[config.mk]
export PLATFORM = sky130hd
export DESIGN_NAME = uncache_bridge
export DESIGN_NICKNAME = d
export VERILOG_FILES = /design/src/rtl/uncache_bridge.sv
export SDC_FILE = /design/constraint.sdc
export NUM_CORES = 1
export LEC_CHECK = 0
export ABC_AREA = 0
export BUFFER_PORTS_ARGS = -buffer_cell sky130_fd_sc_hd__buf_2
export CELL_PAD_IN_SITES_DETAIL_PLACEMENT = 0
export CELL_PAD_IN_SITES_GLOBAL_PLACEMENT = 1
export CORE_UTILIZATION = 38
export CTS_BUF_LIST = sky130_fd_sc_hd__clkbuf_4
export DETAILED_ROUTE_END_ITERATION = 8
export GPL_TIMING_DRIVEN = 0
export MAX_ROUTING_LAYER = met4
export PLACE_DENSITY_LB_ADDON = 0.1
export SYNTH_ARGS = -nofsm -noshare
export SYNTH_HDL_FRONTEND = slang
export SYNTH_SLANG_ARGS = --single-unit
[constraint.sdc]
create_clock -name clk -period 5.15 [get_ports clk]
set_input_delay 0.515 -clock clk [delete_from_list [all_inputs] [get_ports clk]]
set_output_delay 0.515 -clock clk [all_outputs]
set_load 0.01 [all_outputs]
[src/rtl/uncache_bridge.sv]
// Uncached data-port bridge: turns one CPU SRAM-like request into a single-beat
// AXI read (AR/R) or write (AW/W/B) and returns a one-cycle data_ok pulse.
// Only one transaction is ever outstanding; new requests are taken only in IDLE.
module uncache_bridge #(
  parameter logic [3:0] AXI_ID = 4'd1
) (
  input  logic        clk,
  input  logic        rst,
  // CPU uncached port
  input  logic        req,
  input  logic        wr,
  input  logic [1:0]  size,
  input  logic [31:0] addr,
  input  logic [31:0] wdata,
  input  logic [3:0]  wstrb,
  output logic        addr_ok,
  output logic        data_ok,
  output logic [31:0] rdata,
  // AXI read address / data
  output logic [3:0]  arid,
  output logic [31:0] araddr,
  output logic [2:0]  arsize,
  output logic        arvalid,
  input  logic        arready,
  input  logic [31:0] r_data,
  input  logic        rvalid,
  output logic        rready,
  // AXI write address / data / response
  output logic [3:0]  awid,
  output logic [31:0] awaddr,
  output logic [2:0]  awsize,
  output logic        awvalid,
  input  logic        awready,
  output logic [31:0] w_data,
  output logic [3:0]  w_strb,
  output logic        wlast,
  output logic        wvalid,
  input  logic        wready,
  input  logic        bvalid,
  output logic        bready
);

  typedef enum logic [2:0] {
    IDLE  = 3'd0,
    RD_A  = 3'd1,
    RD_D  = 3'd2,
    WR_AW = 3'd3,
    WR_B  = 3'd4,
    DONE  = 3'd5
  } state_t;

  state_t      state_q;
  logic        data_ok_q;
  logic [31:0] rdata_q;
  logic [31:0] araddr_q;
  logic [2:0]  arsize_q;
  logic        arvalid_q;
  logic        rready_q;
  logic [31:0] awaddr_q;
  logic [2:0]  awsize_q;
  logic        awvalid_q;
  logic [31:0] wdata_q;
  logic [3:0]  wstrb_q;
  logic        wvalid_q;
  logic        bready_q;

  // AW and W channels are each finished once their valid has dropped or handshakes now
  logic aw_fin_s;
  logic w_fin_s;
  assign aw_fin_s = ~awvalid_q | awready;
  assign w_fin_s  = ~wvalid_q  | wready;

  // Acceptance is combinational and only possible with nothing outstanding
  assign addr_ok = req & (state_q == IDLE);

  assign data_ok = data_ok_q;
  assign rdata   = rdata_q;
  assign arid    = AXI_ID;
  assign araddr  = araddr_q;
  assign arsize  = arsize_q;
  assign arvalid = arvalid_q;
  assign rready  = rready_q;
  assign awid    = AXI_ID;
  assign awaddr  = awaddr_q;
  assign awsize  = awsize_q;
  assign awvalid = awvalid_q;
  assign w_data  = wdata_q;
  assign w_strb  = wstrb_q;
  assign wlast   = 1'b1;
  assign wvalid  = wvalid_q;
  assign bready  = bready_q;

  // Transaction FSM with all handshake outputs registered; reset abandons any transfer
  always_ff @(posedge clk or posedge rst) begin
    if (rst) begin
      state_q   <= IDLE;
      data_ok_q <= 1'b0;
      rdata_q   <= 32'd0;
      araddr_q  <= 32'd0;
      arsize_q  <= 3'd0;
      arvalid_q <= 1'b0;
      rready_q  <= 1'b0;
      awaddr_q  <= 32'd0;
      awsize_q  <= 3'd0;
      awvalid_q <= 1'b0;
      wdata_q   <= 32'd0;
      wstrb_q   <= 4'd0;
      wvalid_q  <= 1'b0;
      bready_q  <= 1'b0;
    end else begin
      data_ok_q <= 1'b0;
      case (state_q)
        IDLE: begin
          if (req) begin
            if (wr) begin
              awaddr_q  <= addr;
              awsize_q  <= {1'b0, size};
              wdata_q   <= wdata;
              wstrb_q   <= wstrb;
              awvalid_q <= 1'b1;
              wvalid_q  <= 1'b1;
              state_q   <= WR_AW;
            end else begin
              araddr_q  <= addr;
              arsize_q  <= {1'b0, size};
              arvalid_q <= 1'b1;
              state_q   <= RD_A;
            end
          end
        end
        RD_A: begin
          if (arready) begin
            arvalid_q <= 1'b0;
            rready_q  <= 1'b1;
            state_q   <= RD_D;
          end
        end
        RD_D: begin
          if (rvalid) begin
            rdata_q   <= r_data;
            rready_q  <= 1'b0;
            data_ok_q <= 1'b1;
            state_q   <= DONE;
          end
        end
        WR_AW: begin
          if (awvalid_q && awready) begin
            awvalid_q <= 1'b0;
          end
          if (wvalid_q && wready) begin
            wvalid_q <= 1'b0;
          end
          if (aw_fin_s && w_fin_s) begin
            bready_q <= 1'b1;
            state_q  <= WR_B;
          end
        end
        WR_B: begin
          if (bvalid) begin
            bready_q  <= 1'b0;
            data_ok_q <= 1'b1;
            state_q   <= DONE;
          end
        end
        DONE: begin
          state_q <= IDLE;
        end
        default: begin
          state_q <= IDLE;
        end
      endcase
    end
  end

endmodule

# ---- Word level (Yosys, flattened, before mapping)
# Index checks and enable logic that the tools add are counted.
# W data, S select, Z words.
dict set report totals {
  mem_count 0
  output_inout_bits 154
  elab_cells 76
  rom_bits 0
  latchBits 0
  register_bits 145
  ram_bits 0
  input_bits 111
}
dict set report classes {
  bitwise_logic 6
  eq_ne 13
  order_cmp 0
  shift 0
  mul 0
  add_sub_neg 0
  reduce_logical 17
  n_mux 26
  div_mod_pow 0
}
# cell n
set ops {}
lappend ops {{$ne A2 B2 Y1 const B} 9}
lappend ops {{$mux W3} 5}
lappend ops {{$pmux W3 S5} 1}
lappend ops {{$mux W1} 13}
lappend ops {{$pmux W1 S2} 6}
lappend ops {{$reduce_and A3 Y1} 4}
lappend ops {{$reduce_and A4 Y1} 3}
lappend ops {{$reduce_bool A2 Y1} 4}
lappend ops {{$eq A3 B2 Y1 const B} 2}
lappend ops {{$reduce_and A5 Y1} 1}
lappend ops {{$eq A3 B1 Y1 const B} 1}
lappend ops {{$eq A3 B3 Y1 const B} 1}
lappend ops {{$logic_and A1 B1 Y1} 3}
lappend ops {{$logic_not A3 Y1} 1}
lappend ops {{$not A1 Y1} 3}
lappend ops {{$mux W2} 1}
lappend ops {{$or A1 B1 Y1} 2}
lappend ops {{$reduce_and A2 Y1} 1}
lappend ops {{$and A1 B1 Y1} 1}

# ---- Depth between registers and ports, before layout
# Gate-level depths: netlist (run 1).
dict set report logic_depth {
  depth_word 5
  depth_mapped 6
  depth_no_buf 3
}

# ---- Least setup slack after synthesis (run 1)
# OpenSTA, ideal clock, no wires.
dict set report synth_path {
  path_type {register to register}
  startpoint {reg state_q[0]}
  endpoint {reg araddr_q[10], in the netlist araddr[10]}
  t_required_ns 5.023
  setup_slack_ns 3.429
  path_buffers 2
  path_stages_with_launch 6
  arrival_time_ns 1.593
  setup_ns 0.127
  period_less_slack_ns 1.721
  cell_sequence {dfrtp_1 nor4b_4 nor2b_1 buf_4 buf_6 mux2_1}
}
dict set report synth_between {
  elab_chain_cells 2
}
# element line_no
set synth_lines {}
lappend synth_lines {{start, declared} 52} ;# state_t state_q;
lappend synth_lines {{start signal, assigned} 96} ;# state_q <= IDLE;
lappend synth_lines {{start signal, assigned} 122} ;# state_q <= WR_AW;
lappend synth_lines {{start signal, assigned} 127} ;# state_q <= RD_A;
lappend synth_lines {{$logic_not A3 Y1} 112} ;# case (state_q)
lappend synth_lines {{$reduce_and A3 Y1 (no source line)} -}
lappend synth_lines {{end signal, assigned} 124} ;# araddr_q <= addr;
lappend synth_lines {{end, declared} 55} ;# logic [31:0] araddr_q;
# Every way passes these cells.
# A chain may end at the register's enable or synchronous reset.

# ---- Worst setup path in the final report (run 1)
dict set report layout_path {
  startpoint {reg state_q[0]}
  endpoint {out addr_ok}
}
dict set report layout_between {
  elab_chain_cells 2
}
# element line_no
set layout_lines {}
lappend layout_lines {{$logic_not A3 Y1} 74} ;# assign addr_ok = req & (state_q == IDLE);
lappend layout_lines {{$and A1 B1 Y1} 74}
lappend layout_lines {{end, declared} 16} ;# output logic addr_ok,
# Every way passes these cells.

==> results of run 1 <==
==> final timing paths <==
path	cells after the start	slack (ns)	end	start
max	2	3.07	addr_ok	state_q[0]
min	2	0.01	w_data[26]	rst
max reg2reg	5	3.24	araddr[6]	state_q[0]
min reg2reg	1	0.49	araddr[4]	araddr[4]
max in group asynchronous	3	4.29	awvalid	rst
min in group clk	2	0.18	rdata[30]	r_data[30]
==> kinds of logic (layout without fill, tap and decap cells) <==
logic type      after synthesis  after routing  share of synthesized area
compound gates               15             15                     0.0180
buf+inv                      33            319                     0.0364
flops                       145            145                      0.643
mux                         137            137                      0.273
other cells                   2             12                    0.00133
simple gates                 24             24                     0.0282
==> layer usage <==
metal | track usage | part of all wire | vias up
met1 | 0.211 | 0.40 | 1880
met3 | 0.0641 | 0.094 | 23
li1 | - | - | 1796
met4 | 0.0791 | 0.022 | 0
met2 | 0.284 | 0.48 | 162
met5 | - | 0 | -
==> cell type report <==
type,instances,area share
plain buffers,29,0.0255
flip-flops and latches,145,0.486
diodes,1,0.000335
clock inverters,13,0.0161
inverters,4,0.00268
multi-input cells,187,0.247
well taps,184,0.0308
clock buffers,19,0.0191
repair buffers,254,0.173
==> report_power, final <==
part | switching [W] | leakage [nW] | internal [W]
clock network | 0.000400 | 0.134 | 0.000288
logic | 0.000879 | 1.89 | 0.000924
registers | 0.000267 | 1.74 | 0.00170
==> flip-flops by register name (all words and copies together) (netlist names) <==
signal / cells
araddr: 32
arsize: 2
arvalid: 1
awaddr: 32
awsize: 2
awvalid: 1
bready: 1
data_ok: 1
rdata: 32
rready: 1
state_q: 3
w_data: 32
w_strb: 4
wvalid: 1
==> cell usage after synthesis (all sizes together) <==
library cell / n
nor2b: 2
o2bb2ai: 1
a31o: 1
buf: 26
nand2b: 3
nor4b: 1
mux2: 137
o21ai: 4
clkbuf: 3
or3b: 1
dfrtp: 145
nand3b: 5
conb: 2
a31oi: 1
a41o: 1
o22ai: 1
nand2: 5
nor2: 5
a41oi: 1
a221oi: 1
nor3b: 1
a21oi: 3
nor3: 1
a2bb2oi: 1
inv: 4
==> cells in the final DEF (no fill, tap or decap), types with 4 or more instances in the layout <==
| cell | instances |
|---|---|
| mux2_2 | 107 |
| clkbuf_4 | 19 |
| buf_2 | 264 |
| nand3b_1 | 5 |
| clkinvlp_4 | 4 |
| mux2_1 | 30 |
| nor2_1 | 5 |
| o21ai_0 | 4 |
| buf_4 | 12 |
| nand2_1 | 4 |
| clkinv_1 | 4 |
| conb_1 | 11 |
| dfrtp_1 | 145 |
==> stage by stage <==
| step | power, W | instances | worst slack (ns) | TNS [ns] |
|---|---|---|---|---|
| 6_report | 0.00446 | 836 | 3.07 | 0 |
| 5_1_grt | 0.00477 | 835 | 2.95 | 0 |
| 4_1_cts | 0.00453 | 835 | 3.03 | 0 |
| 3_5_place_dp | 0.00384 | 803 | 3.19 | 0 |
| 3_3_place_gp | 0.00377 | 802 | -0.814 | -116.52 |
| 2_1_floorplan | 0.00300 | 365 | 0.740 | 0 |
==> worst max-delay path: stages, from the launching register on <==
cell     delay [ns]
dfrtp_1        0.50
nor4b_4        0.33
buf_2          0.19
==> impl_metrics.toml, run 1 <==
[status]
status = "complete, no violations"

[placed_design]
port_buffers = 253
dp_hpwl_um = 10000
place_area_um2 = 7210
gp_congestion = 0.784

[routing]
wire_per_inst_um = 15.8
vias_per_cell = 4.62
ant_nets = 0
drtIter0Drc = 170
route.vias.total = 3861
drc = 0
drt-total-wl_um = 13200
first_pass_iters = 4

[layout]
area_growth_syn_to_layout_pct = 32.4
drive_gt1_frac = 0.647
fin_util = 0.514
final_area_um2 = 7470
multi_input_area_um2 = 1840
fill_cells = 1348
nets = 749
regArea_um2 = 3630

[power_and_ir_drop]
p_per_area_nw_per_um2 = 597
vdd_drop_max_mv = 0.368
leakage_nw = 3.76

[clock_network]
numCtsBuffers = 17
cts_setup_buffers = 0
cts_sinks = 145
htreeDepth = 4
root_buffer = "clkbuf_4"
post_cts_resized = 0
clk_latency_ns = 0.56
clockBufferDepth = 2
cts_hold_buffers = 0
cts_tree = "yes"
clkTransAtPathRegs_ns = 0.12

[timing]
finalHoldViolCount = 0
finClkSkew_ns = 0.00891
fin_crit_sh = 0.404
whs_ns = 0.0147
final-setup-viol-count = 0
fmax_mhz = 480
final-max-slew-violation-count = 0
relSlewSlack = 0.619
period_needed_ns = 2.08
worst_pin_slew_ns = 0.572
rsz0062_at_grt = "false"

[floorplan]
core_region_area_um2 = 14500
die-area_um2 = 15300
die_y_um = 124
die_width_um = 124
rows = 44
initial_utilization = 0.388
ioPinCount = 265

[setup_path]
worstSetupPathType = "flop to primary output"
end_kind = "primary output"
worstSetupStartpointType = "flop"
cp_max_fo = 7
critPathArrivalTime_ns = 1.57
required_ns = 4.64

[global_routing]
antenna_found_initial = 0
grt_pass1_vias = 3892
grt_util_all_layers = 0.182
grt_max_degree = 85
grt_pass1_wl_um = 19900
overflow = 0

[synth]
synth_area_um2 = 5640
synth_top_area_share = 0.643
ys.warnings.count = 0
synth_seq_cells = 145
syn_inst = 356
synthTopCellsByArea = "dfrtp_1, mux2_2, mux2_1"
synth_cell_types = 29
seq_area_frac_synth = 0.643
yosysTopAreaCell = "dfrtp_1"
syn_area_per_cell_um2 = 15.9

[run]
drv_cap = 0

[worst_hold_path]
hold_class = "input pin to async pin"
No activity file was read; power rests on OpenSTA's default activity.
==> inputs of run 2 (changes only) <==
CORE_UTILIZATION = 34   (was 38)
clock period = 1.85 ns   (was 5.15 ns; I/O delays follow)
==> run 2 against run 1 <==
Against the previous run:
- die area grew 12%
- clock skew grew 0.00061 ns
- non-clock buffer count grew 115
- via count grew 11%
- clock-buffer cell count shrank 2
- largest power group unchanged
- highest routed layer unchanged
==> impl_metrics.toml, run 2 (synthesis results as in run 1) <==
[floorplan]
die_y_um = 131
rows = 46
core_region_area_um2 = 16100
ioPinCount = 265
die-area_um2 = 17100
initial_utilization = 0.351
die_width_um = 131

[routing]
drc = 0
ant_nets = 0
first_pass_iters = 4
drtIter0Drc = 148
vias_per_cell = 4.38
drt-total-wl_um = 14100
wire_per_inst_um = 14.3
route.vias.total = 4301

[setup_path]
cp_max_fo = 10
worstSetupPathType = "flop to flop"
critPathArrivalTime_ns = 2.17
required_ns = 2.26
worstSetupStartpointType = "flop"
end_kind = "flop"
r2r_start = "state_q[0]"
crit_family = "simple AND/OR/NAND/NOR gates"
cp_num_buf_inv = 2
critPathLaunch = "state_q[0]"
path_cells = "nor4b_4, nor2b_4, buf_12, buf_8, mux2_1"
crit_path_max_incr_delay_ns = 0.48
critPathSlowestCell = "dfrtp_2"

[global_routing]
antenna_found_initial = 1
grt_util_all_layers = 0.177
overflow = 0
grt_pass1_wl_um = 22100
grt_pass1_vias = 4540
grt_max_degree = 41

[timing]
fmax_mhz = 570
rsz0062_at_grt = "false"
layout_setup_ws_ns = 0.0961
finClkSkew_ns = 0.00952
final.setup.tns_ns = 0
final-max-slew-violation-count = 0
fin_crit_sh = 0.948
relSlewSlack = 0.490
worst_pin_slew_ns = 0.763
finalHoldViolCount = 0
period_needed_ns = 1.75
final-setup-viol-count = 0

[clock_network]
root_buffer = "clkbuf_4"
clkTransAtPathRegs_ns = 0.11
cts_tree = "yes"
htreeDepth = 4
cts_sinks = 145
clk_latency_ns = 0.52
numCtsBuffers = 17
clockBufferDepth = 2

[layout]
layout_common_cells = "buf_2, dfrtp_1, dlygate4sd3_1, mux2_2, mux2_1"
nets = 864
drive_gt1_frac = 0.560
mostFrequentLayoutCell = "buf_2"
area_growth_syn_to_layout_pct = 55.0
fin_util = 0.545
fill_cells = 1362

[run]
drv_cap = 0

[power_and_ir_drop]
p_per_area_nw_per_um2 = 1470
clkPwrFrac = 0.164
leakage_nw = 4.30
power_w = 0.0129
intPower_w = 0.00858
switchingPower_w = 0.00430
combPwrFrac = 0.408
p_seq_frac = 0.428
vdd_drop_max_mv = 0.721
swShare = 0.334

[worst_hold_path]
hold_path.startpoint = "rvalid"
hold_class = "input pin to flop"

[placed_design]
gp_congestion = 0.763
port_buffers = 253
pre_cts_ws_ns = -0.0494
dp_hpwl_um = 10200

[status]
status = "complete, no violations"
run 2: cell count changes in the layout (fill, tap and decap cells not counted), moves of 2 or more:
cell,previous run,this run
dlygate4sd3_1,0,110
buf_12,0,5
buf_4,12,15
buf_6,3,0
clkinvlp_4,4,1
buf_8,0,2
bufinv_16,2,4
clkbuf_4,19,17
clkinv_2,3,5
dfrtp_1,145,143
dfrtp_2,0,2
run 2: metal layers:
metal | part of all wire | vias to the layer above | track usage
li1 | - | 2033 | -
met1 | 0.41 | 2088 | 0.196
met2 | 0.51 | 164 | 0.299
met3 | 0.059 | 16 | 0.0485
met4 | 0.016 | 0 | 0.0764
met5 | 0 | - | -
run 2: area by class of cell:
type,instances,area [um2],share of cell area
Antenna cell,1,2.50,0.000286
Buffer,28,215,0.0246
Clock buffer,17,128,0.0146
Clock inverter,15,173,0.0197
Inverter,4,18.8,0.00215
Multi-Input combinational cell,187,1850,0.212
Sequential cell,145,3630,0.415
Tap cell,216,270,0.0309
Timing Repair Buffer,370,2460,0.281
run 2: power groups by stage:
stage               clock network (W)  registers [W]  logic (W)
finish                        0.00211        0.00551    0.00526
global route                  0.00236        0.00575    0.00574
CTS                           0.00223        0.00550    0.00533
detailed placement                  0        0.00557    0.00511
global placement                    0        0.00550    0.00502
floorplan                           0        0.00632    0.00205
run 2: final timing paths:
| kind | slack [ns] | end | cells past startpoint |
|---|---|---|---|
| setup / recovery | 0.1 | araddr[16] | 5 |
| hold / removal | 0.09 | rready | 4 |
| setup reg to reg | 0.1 | araddr[16] | 5 |
| hold reg to reg | 0.49 | araddr[14] | 1 |
| max in group asynchronous | 0.61 | awaddr[30] | 5 |
| min in group asynchronous | 0.33 | rdata[18] | 3 |
run 2: metrics by stage:
stage | instances | area, um2 | hold slack, ns
floorplan | 365 | 5680 | 0.320
global placement | 834 | 7220 | 0.407
detailed placement | 837 | 7280 | 0.354
CTS | 979 | 8710 | 0.00807
global route | 983 | 8750 | 0.0811
finish | 983 | 8750 | 0.0863
run 2: repair_timing:
| action | in CTS | in global routing |
|---|---|---|
| gates resized for setup | 7 | 6 |
| setup endpoints to repair | 29 | 74 |
| hold endpoints to repair | 173 | 0 |
| pin swaps | 0 | 1 |
| gates cloned | 0 | 0 |
| hold buffers | 110 | 0 |
| buffers inserted | 0 | 4 |
run 2: tightest hold or removal path: stages:
cell and delay [ns]:
buf_2 0.13, nand3b_1 0.11, a21oi_1 0.07, nor2_1 0.07
==> inputs of run 3 (changes only) <==
CORE_MARGIN = 5   (was default)
==> run 3 against run 2 <==
Against the previous run:
- register-to-register slack got worse by 0.04 ns
- cell area rose by 1.0%
- global-route usage fell by 1.2 points
- sequential power barely moved
- hold slack got worse by 0.0067 ns
- via count fell by 0.88%
==> impl_metrics.toml, run 3 (synthesis results as in run 1) <==
[clock_network]
clkTransAtPathRegs_ns = 0.12
cts_tree = "yes"
numCtsBuffers = 17
htreeDepth = 4
cts_sinks = 145
clk_latency_ns = 0.53
root_buffer = "clkbuf_4"
clockBufferDepth = 2

[timing]
fmax_mhz = 557
relSlewSlack = 0.447
final-max-slew-violation-count = 0
whs_ns = 0.0797
fin_crit_sh = 0.970
rsz0062_at_grt = "true"
finalHoldViolCount = 0
period_needed_ns = 1.80
finClkSkew_ns = 0.0189
final.setup.tns_ns = 0
worst_pin_slew_ns = 0.828
final-setup-viol-count = 0
layout_setup_ws_ns = 0.0549

[layout]
nets = 865
area_growth_syn_to_layout_pct = 56.6
final_cells = 989
drive_gt1_frac = 0.591
layout_common_cells = "buf_2, dfrtp_1, dlygate4sd3_1, mux2_2, mux2_4"
fill_cells = 1412
mostFrequentLayoutCell = "buf_2"

[power_and_ir_drop]
power_w = 0.0132
leakage_nw = 4.34
switchingPower_w = 0.00450
vdd_drop_max_mv = 0.684
p_per_area_nw_per_um2 = 1490
swShare = 0.341
combPwrFrac = 0.421
intPower_w = 0.00869
p_seq_frac = 0.420
clkPwrFrac = 0.158

[setup_path]
cp_max_fo = 10
required_ns = 2.27
worstSetupStartpointType = "flop"
critPathArrivalTime_ns = 2.21
end_kind = "flop"
crit_family = "simple AND/OR/NAND/NOR gates"
crit_path_max_incr_delay_ns = 0.49
path_cells = "nor4b_4, nor2b_2, buf_6, buf_12, mux2_1"
cp_num_buf_inv = 2
worstSetupPathType = "flop to flop"
critPathSlowestCell = "dfrtp_2"

[run]
drv_cap = 0

[global_routing]
met2_usage = 0.273
grt_pass1_wl_um = 24500
antenna_found_initial = 1
grt_use_met1 = 0.183
overflow = 0
grt_max_degree = 42
met3_usage = 0.0562
busiest_layer = "met2"
grt_util_all_layers = 0.165
grt_pass1_vias = 4646

[floorplan]
ioPinCount = 265
core_region_area_um2 = 16400
rows = 47
die_width_um = 139
die_y_um = 139
die-area_um2 = 19300
initial_utilization = 0.344

[placed_design]
gp_congestion = 0.759
dp_hpwl_um = 11200
pre_cts_ws_ns = -0.0245
dp.cells = 841
port_buffers = 253

[routing]
drtIter0Drc = 146
wire_per_inst_um = 15.7
vias_per_cell = 4.31
first_pass_iters = 4
route.vias.total = 4263
drt-total-wl_um = 15500
drc = 0
ant_nets = 0

[worst_hold_path]
hold_class = "input pin to flop"

[status]
status = "complete, no violations"
## run 3: power by group through the flow
| stage | Sequential (W) | Combinational, W | Clock [W] |
|---|---|---|---|
| after floorplan | 0.00632 | 0.00205 | 0 |
| after global placement | 0.00549 | 0.00512 | 0 |
| after detailed placement | 0.00556 | 0.00520 | 0 |
| after CTS | 0.00550 | 0.00543 | 0.00220 |
| after global routing | 0.00574 | 0.00600 | 0.00234 |
| final | 0.00554 | 0.00556 | 0.00209 |
## run 3: metrics by stage
stage          area [um2]  utilization
3_3_place_gp         7220        0.440
6_report             8840        0.539
3_5_place_dp         7280        0.444
5_1_grt              8840        0.539
2_1_floorplan        5680            -
4_1_cts              8700        0.530
## run 3: timing repair
action                                  in CTS  in global routing
gates resized for setup                      4                 29
buffers inserted                             0                  5
pin swaps                                    0                  1
endpoints found under the hold margin      176                  0
endpoints found under the setup margin      29                 81
hold buffers                               110                  0
## run 3: per-layer routing
metal,part of all wire,vias to the layer above,wire length [um]
li1,-,2025,-
met5,0,-,0
met1,0.40,2044,6230
met4,0.022,0,337
met3,0.069,23,1070
met2,0.51,171,7850
## run 3: final cells by class
cell class,count,area (um2),area share
Multi-Input combinational cell,187,1920,0.218
Clock inverter,14,166,0.0188
Timing Repair Buffer,371,2460,0.279
Clock buffer,18,135,0.0153
Tap cell,220,275,0.0311
Inverter,4,18.8,0.00212
Antenna cell,2,5.00,0.000566
Sequential cell,145,3630,0.411
Buffer,28,216,0.0245
## run 3: path summary, 6_finish.rpt
path | start | endpoint | slack [ns] | cells after the start
setup / recovery | state_q[0] | araddr[0] | 0.05 | 5
hold / removal | arready | rready | 0.08 | 4
setup reg to reg | state_q[0] | araddr[0] | 0.05 | 5
hold reg to reg | araddr[6] | araddr[6] | 0.50 | 1
max in group asynchronous | rst | state_q[0] | 0.58 | 5
min in group asynchronous | rst | araddr[3] | 0.37 | 3
## run 3: worst register-to-register path, cell delays in order (launching register included)
cell and delay [ns]:
dfrtp_2 0.49, nor4b_4 0.34, nor2b_2 0.21, buf_6 0.17, buf_12 0.16, mux2_1 0.32
